$ cat config.mk
export PLATFORM = sky130hd
export DESIGN_NAME = data_order_pack
export DESIGN_NICKNAME = d
export VERILOG_FILES = /design/src/rtl/data_order_pack.sv
export SDC_FILE = /design/constraint.sdc
export NUM_CORES = 2
export LEC_CHECK = 0
export ABC_CLOCK_PERIOD_IN_PS = 1800
export BUFFER_PORTS_ARGS = -buffer_cell sky130_fd_sc_hd__buf_2
export CORE_AREA = 2 2 248 250
export CTS_CLUSTER_DIAMETER = 60
export CTS_CLUSTER_SIZE = 40
export DETAILED_ROUTE_END_ITERATION = 12
export DIE_AREA = 0 0 250 252
export PLACE_DENSITY_LB_ADDON = 0.05
export SLEW_MARGIN = 20
export SYNTH_ARGS = -nofsm -noshare
export SYNTH_HDL_FRONTEND = slang
export SYNTH_SLANG_ARGS = --single-unit
export TNS_END_PERCENT = 5
$ cat constraint.sdc
create_clock -name sys_clk -period 1.8 [get_ports sys_clk]
set_clock_uncertainty 0.05 [all_clocks]
set_input_delay 0.36 -clock sys_clk [delete_from_list [all_inputs] [get_ports sys_clk]]
set_output_delay 0.36 -clock sys_clk [all_outputs]
set_load 0.02 [all_outputs]
$ cat src/rtl/data_order_pack.sv
// data_order_pack: de-rotates interleaver bytes and packs them
// column-wise into a 8 x 45 bit word, emitting one word per 45 bytes.
module data_order_pack (
   input  logic         sys_clk,
   input  logic         rst_n,
   input  logic         fs_en,
   input  logic         byte_vld,
   input  logic [7:0]   byte_in,
   input  logic [2:0]   order_array,
   input  logic         sof,
   output logic         word_vld,
   output logic [359:0] word_data,
   output logic [5:0]   col_cnt,
   output logic         drop_err
);

   localparam int         NCOL     = 45;
   localparam int         NROW     = 8;
   localparam logic [5:0] LAST_COL = 6'd44;

   // column counter
   logic [5:0]   col_cnt_q,   col_cnt_d;

   // stage 1: de-rotated byte plus its placement
   logic         s1_vld_q,    s1_vld_d;
   logic [7:0]   s1_data_q,   s1_data_d;
   logic [5:0]   s1_col_q,    s1_col_d;
   logic         s1_last_q,   s1_last_d;
   logic         s1_drop_q,   s1_drop_d;

   // stage 2: accumulation buffer and outputs
   logic [359:0] acc_q,       acc_d;
   logic [359:0] word_data_q, word_data_d;
   logic         word_vld_q,  word_vld_d;
   logic         drop_err_q,  drop_err_d;

   logic         accept;
   logic [15:0]  rot_w;
   logic [7:0]   derot;
   logic [5:0]   tgt_col;
   logic [359:0] acc_wr;

   assign accept = fs_en & byte_vld;

   // undo the sender's left rotation by rotating right
   always_comb begin
      rot_w = {byte_in, byte_in} >> order_array;
      derot = rot_w[7:0];
   end

   // sof forces the byte into column 0 regardless of the count
   always_comb begin
      tgt_col   = sof ? 6'd0 : col_cnt_q;
      col_cnt_d = col_cnt_q;
      if (accept) begin
         if (sof)
            col_cnt_d = 6'd1;
         else if (col_cnt_q == LAST_COL)
            col_cnt_d = 6'd0;
         else
            col_cnt_d = col_cnt_q + 6'd1;
      end
   end

   // stage 1 capture of the accepted byte
   always_comb begin
      s1_vld_d  = s1_vld_q;
      s1_data_d = s1_data_q;
      s1_col_d  = s1_col_q;
      s1_last_d = s1_last_q;
      s1_drop_d = s1_drop_q;
      if (fs_en) begin
         s1_vld_d = byte_vld;
         if (byte_vld) begin
            s1_data_d = derot;
            s1_col_d  = tgt_col;
            s1_last_d = (tgt_col == LAST_COL);
            s1_drop_d = sof && (col_cnt_q != 6'd0);
         end
      end
   end

   // buffer image with the stage-1 column merged in
   always_comb begin
      acc_wr = acc_q;
      if (s1_vld_q) begin
         for (int c = 0; c < NCOL; c++) begin
            if (s1_col_q == 6'(c)) begin
               for (int r = 0; r < NROW; r++) begin
                  acc_wr[359 - 45*r - c] = s1_data_q[7 - r];
               end
            end
         end
      end
   end

   // stage 2 buffer update, word emission and drop flag
   always_comb begin
      acc_d       = acc_q;
      word_data_d = word_data_q;
      word_vld_d  = word_vld_q;
      drop_err_d  = drop_err_q;
      if (fs_en) begin
         acc_d      = acc_wr;
         word_vld_d = s1_vld_q & s1_last_q;
         drop_err_d = s1_vld_q & s1_drop_q;
         if (s1_vld_q && s1_last_q)
            word_data_d = acc_wr;
      end
   end

   // all state registers
   always_ff @(posedge sys_clk or negedge rst_n) begin
      if (!rst_n) begin
         col_cnt_q   <= '0;
         s1_vld_q    <= 1'b0;
         s1_data_q   <= '0;
         s1_col_q    <= '0;
         s1_last_q   <= 1'b0;
         s1_drop_q   <= 1'b0;
         acc_q       <= '0;
         word_data_q <= '0;
         word_vld_q  <= 1'b0;
         drop_err_q  <= 1'b0;
      end else begin
         col_cnt_q   <= col_cnt_d;
         s1_vld_q    <= s1_vld_d;
         s1_data_q   <= s1_data_d;
         s1_col_q    <= s1_col_d;
         s1_last_q   <= s1_last_d;
         s1_drop_q   <= s1_drop_d;
         acc_q       <= acc_d;
         word_data_q <= word_data_d;
         word_vld_q  <= word_vld_d;
         drop_err_q  <= drop_err_d;
      end
   end

   assign col_cnt   = col_cnt_q;
   assign word_vld  = word_vld_q;
   assign word_data = word_data_q;
   assign drop_err  = drop_err_q;

endmodule

== Word level (Yosys, flattened, before mapping) ==
Cells that the tools add are included.
Operators by class
  $add $sub $neg: 1
  eq/ne operators: 46
  shifts and indexed selects: 1
  mux-type cells: 364
  bitwise logic cells: 3
  reduce and logical (&&, ||, !) cells: 6
Operator list (number)
  $mux 1: 360
  $mux 360: 1
  $eq 6x5->1 const B: 16
  $eq 6x6->1 const B: 15
  $eq 6x4->1 const B: 8
  $eq 6x3->1 const B: 4
  $mux 6: 3
  $shr 16x3->8: 1
  $eq 6x2->1 const B: 2
  $add 6x1->6 const B: 1
  $eq 6x1->1 const B: 1
  $logic_not 6->1: 1
  $reduce_bool 6->1: 1
  $reduce_and 2->1: 2
  $and 1x1->1: 3
  $logic_and 1x1->1: 2
Word-level totals
  register bits after elaboration: 745
  output and inout bits: 368
  word-level logic and storage cells: 431

== Longest topological paths before layout ==
  depth in word-level cells: 3
  mapped depth: 7
  gate-level depth less buffers: 6

== Worst setup path before layout ==
Ideal clock, no wire load.
  path kind: input port to flip-flop
  from: input port fs_en
  to: register acc_q[108]
  data arrival time: 1.675 ns
  setup slack: -0.050 ns
  stages on the path: 7
  path through: buf_2 and2b_1 and3_1 clkbuf_1 buf_4 nand2_1 mux2_2
RTL lines
  start, declared: line 6  | input logic fs_en,
  end signal, assigned: line 121  | acc_q <= '0;
  end signal, assigned: line 132  | acc_q <= acc_d;
  end, declared: line 32  | logic [359:0] acc_q, acc_d;

== Worst setup path after layout ==
  from: register s1_col_q[3]
  to: register word_data_q[70], in the netlist word_data[70]
Between the ends
  cells in the longest elaborated chain, start to end: 3
Ends and longest elaborated chain
  start, declared: line 27  | logic [5:0] s1_col_q, s1_col_d;
  start signal, assigned: line 129  | s1_col_q <= s1_col_d;
  $eq 6x5->1: line 88  | if (s1_col_q == 6'(c)) begin
  $mux 1: line 88
  $mux 360: line 86  | if (s1_vld_q) begin
  end signal, assigned: line 133  | word_data_q <= word_data_d;
  end, declared: line 33  | logic [359:0] word_data_q, word_data_d;
No other way between the ends.
A chain may end at the register's enable or synchronous reset.

==> run_results.csv <==
group,metric,value,unit
global_route,grt_max_degree,132,
layout,final_common_cell,"dfrtp_1",
timing,worst_slack,-0.0976,ns
drt,vias,21286,
critical_path,crit_path_max_fanout,8,
layout,n_antenna_cell,0,
power_and_ir_drop,vdd_drop_max,0.669,mV
timing,tns,-4.03,ns
power_and_ir_drop,power_density,871,mW/mm^2
synthesis,synth_nets,2633,
layout,fin_area,0.0390,sq mm
timing,relSlewSlack,0.499,
timing,fin_crit_sh,1.05,
floorplanning,die_x,250,um
layout,drive_above_1_share,0.387,
floorplanning,initial_utilization,0.529,
floorplanning,die_y,252,um
critical_path,cp-startpoint,"s1_col_q[3]",
floorplanning,io_pins,384,
critical_path,path_class,"flip-flop to flip-flop",
drt,ant_nets,0,
clock_network,clockBufferDepth,3,
synthesis,syn_area_per_cell,12.2,sq um
global_route,grtUsageTotal,0.261,
floorplanning,dieArea,0.0630,sq mm
clock_network,cts_max_level,2,
layout,area_delta_synth_final,22.6,%
timing,worst_slew_pin_slew,0.751,ns
synthesis,yosysWarningCount,0,
critical_path,rrSetupSlack,-0.1,ns
critical_path,arrival,2.38,ns
status,violations,"negative setup slack",
job,maxCapViolations,0,
timing,drv_slew,0,
drt,routed_via_density,5.50,
synthesis,yosysSeqAreaShare,0.586,
clock_network,clockRootBuffer,"clkbuf_16",
placement,dpl.hpwl,56700,um
synthesis,ys.flop_type,"dfrtp_1",
synthesis,synth-seq-cells,745,
critical_path,r2r-start,"s1_col_q[3]",
timing,min_period,1.90,ns
status,status,"complete, but fails checks",
critical_path,required,2.28,ns
global_route,grt_pass1_wl,128000,um
worst_hold_path,hold_class,"primary input to flip-flop",
synthesis,synth_edf_count,0,
global_route,grt_pass1_vias,21672,
synthesis,synth_cells,2615,
floorplanning,rows,90,
power_and_ir_drop,finalPower,34.0,mW
critical_path,worstSetupEndpoint,"word_data[70]",
critical_path,ff2ff_path_depth,6,
timing,hold_slack,0.0711,ns
power_and_ir_drop,p_leak,21.1,nW
clock_network,clk_latency,0.62,ns
drt,drt_first_pass_iters,5,
timing,setup_violations,112,
placement,gp_congestion,0.825,
global_route,grt_remaining_overflow,0,
clock_network,cts_tree,"done",
drt,drc,0,
clock_network,cts_sinks,745,
timing,fmax,527,MHz
synthesis,ys_types,46,
drt,wl,82000,um
clock_network,cts_made_buffers,49,
timing,hold_violations,0,
layout,final_cell_mix,"dfrtp_1 (733), buf_2 (382), nand2_1 (365)",
synthesis,netlist_area,0.0318,sq mm
layout,nets,3067,
clock_network,clk_pin_slew,0.09,ns
critical_path,cp-start-kind,"flip-flop",
global_route,antenna_found_initial,1,
drt,wl_per_cell,21.2,um
placement,port-buffer-count,383,
critical_path,r2r-end,"word_data[70]",
synthesis,synthArstFlopShare,1.00,
drt,drtIter0Drc,1168,
placement,placed_cell_area,0.0363,sq mm
floorplanning,core-area,0.0601,sq mm
timing,rsz0062_at_grt,"true",
critical_path,endpoint_kind,"flip-flop",
==> synth_stat cells, types with 2 or more instances <==
master | count | area share
a21o_1 | 5 | 0.0012
a21oi_1 | 25 | 0.0039
and2b_1 | 3 | 0.00071
and3_1 | 5 | 0.00098
and3b_1 | 3 | 0.00083
and4bb_2 | 3 | 0.0012
buf_1 | 3 | 0.00035
buf_2 | 31 | 0.0049
buf_4 | 8 | 0.0019
buf_6 | 2 | 0.00071
clkbuf_1 | 160 | 0.019
dfrtp_1 | 745 | 0.59
ha_1 | 2 | 0.00079
inv_1 | 5 | 0.00059
mux2_2 | 367 | 0.13
mux2i_1 | 360 | 0.11
nand2_1 | 382 | 0.045
nand2_2 | 47 | 0.0092
nand2b_1 | 6 | 0.0012
nand3_1 | 7 | 0.0011
nand4b_1 | 3 | 0.00083
nand4bb_1 | 2 | 0.00071
nor2_1 | 26 | 0.0031
nor2_2 | 6 | 0.0012
nor2b_1 | 7 | 0.0014
nor4b_1 | 4 | 0.0011
nor4b_4 | 4 | 0.0030
nor4bb_1 | 4 | 0.0013
o21ai_0 | 327 | 0.051
o21ai_1 | 22 | 0.0035
o22ai_1 | 16 | 0.0031
o31ai_1 | 11 | 0.0026
==> report_power, final <==
group	switching, mW	internal, mW
logic	2.27	1.53
clock network	6.20	6.01
registers	0.618	17.3
total	9.08	24.9
==> layer usage <==
layer	wire length (um)	GRT usage	vias up
li1	-	-	9934
met4	1900	0.0630	0
met3	3360	0.0365	109
met1	36800	0.367	10828
met2	40000	0.434	415
met5	0	0	-
==> worst min path at each step <==
stage                         startpoint        endpoint  slack [ns]  cells after the start
after floorplan                    rst_n        acc_q[0]        0.01                      0
after CTS                          fs_en        drop_err        0.05                      3
after global placement    word_data[292]  word_data[292]        0.41                      2
after detailed placement  word_data[237]  word_data[237]        0.42                      2
final                              fs_en        drop_err        0.07                      3
after global routing               fs_en        drop_err        0.08                      3
==> stage by stage <==
step | util | setup WS [ns] | instances
CTS | 0.641 | -0.0989 | 3866
detailed placement | 0.604 | -0.261 | 3768
global placement | 0.604 | -0.250 | 3768
global route | 0.648 | -0.148 | 3869
finish | 0.648 | -0.0976 | 3869
floorplan | - | -0.0500 | 2615
==> sequential cells by signal, summed over array words and instances, names as in the netlist <==
signal / flops
s1_last_q: 1
word_data: 360
s1_drop_q: 1
word_vld: 1
acc_q: 360
s1_col_q: 6
col_cnt: 6
drop_err: 1
s1_data_q: 8
s1_vld_q: 1
==> cell families (layout without fill, tap and decap cells) <==
family,after synthesis,after routing,synth area share
multiplexers,728,728,0.244
adder cells (fa/ha/maj),2,2,0.000787
flip-flops,745,745,0.586
AND/OR/NAND/NOR,522,522,0.0759
AO/OA/AOI/OAI,408,408,0.0662
buffers and inverters,210,682,0.0275
==> critical path, stage by stage (launching register included) <==
cell      delay, ns
dfrtp_2        0.47
buf_12         0.17
nor4bb_4       0.39
buf_12         0.19
nand2_2        0.18
mux2i_1        0.17
o21ai_0        0.19
==> cell type report <==
cell class	instances	area (sq um)
multi-input combinational	1660	13100
clock buffer	58	1310
tap	782	978
fill	4732	21100
timing repair buffer	588	4560
clock inverter	31	375
sequential	745	18700
inverter	5	18.8
==> what timing repair did <==
action                     CTS  global route
hold buffers                 2             0
gates resized for setup    132           183
setup buffers                7             3
hold endpoints to repair   509             0
pin swaps                   10            11
setup endpoints to repair  625           630
(Power assumes the default switching activity.)
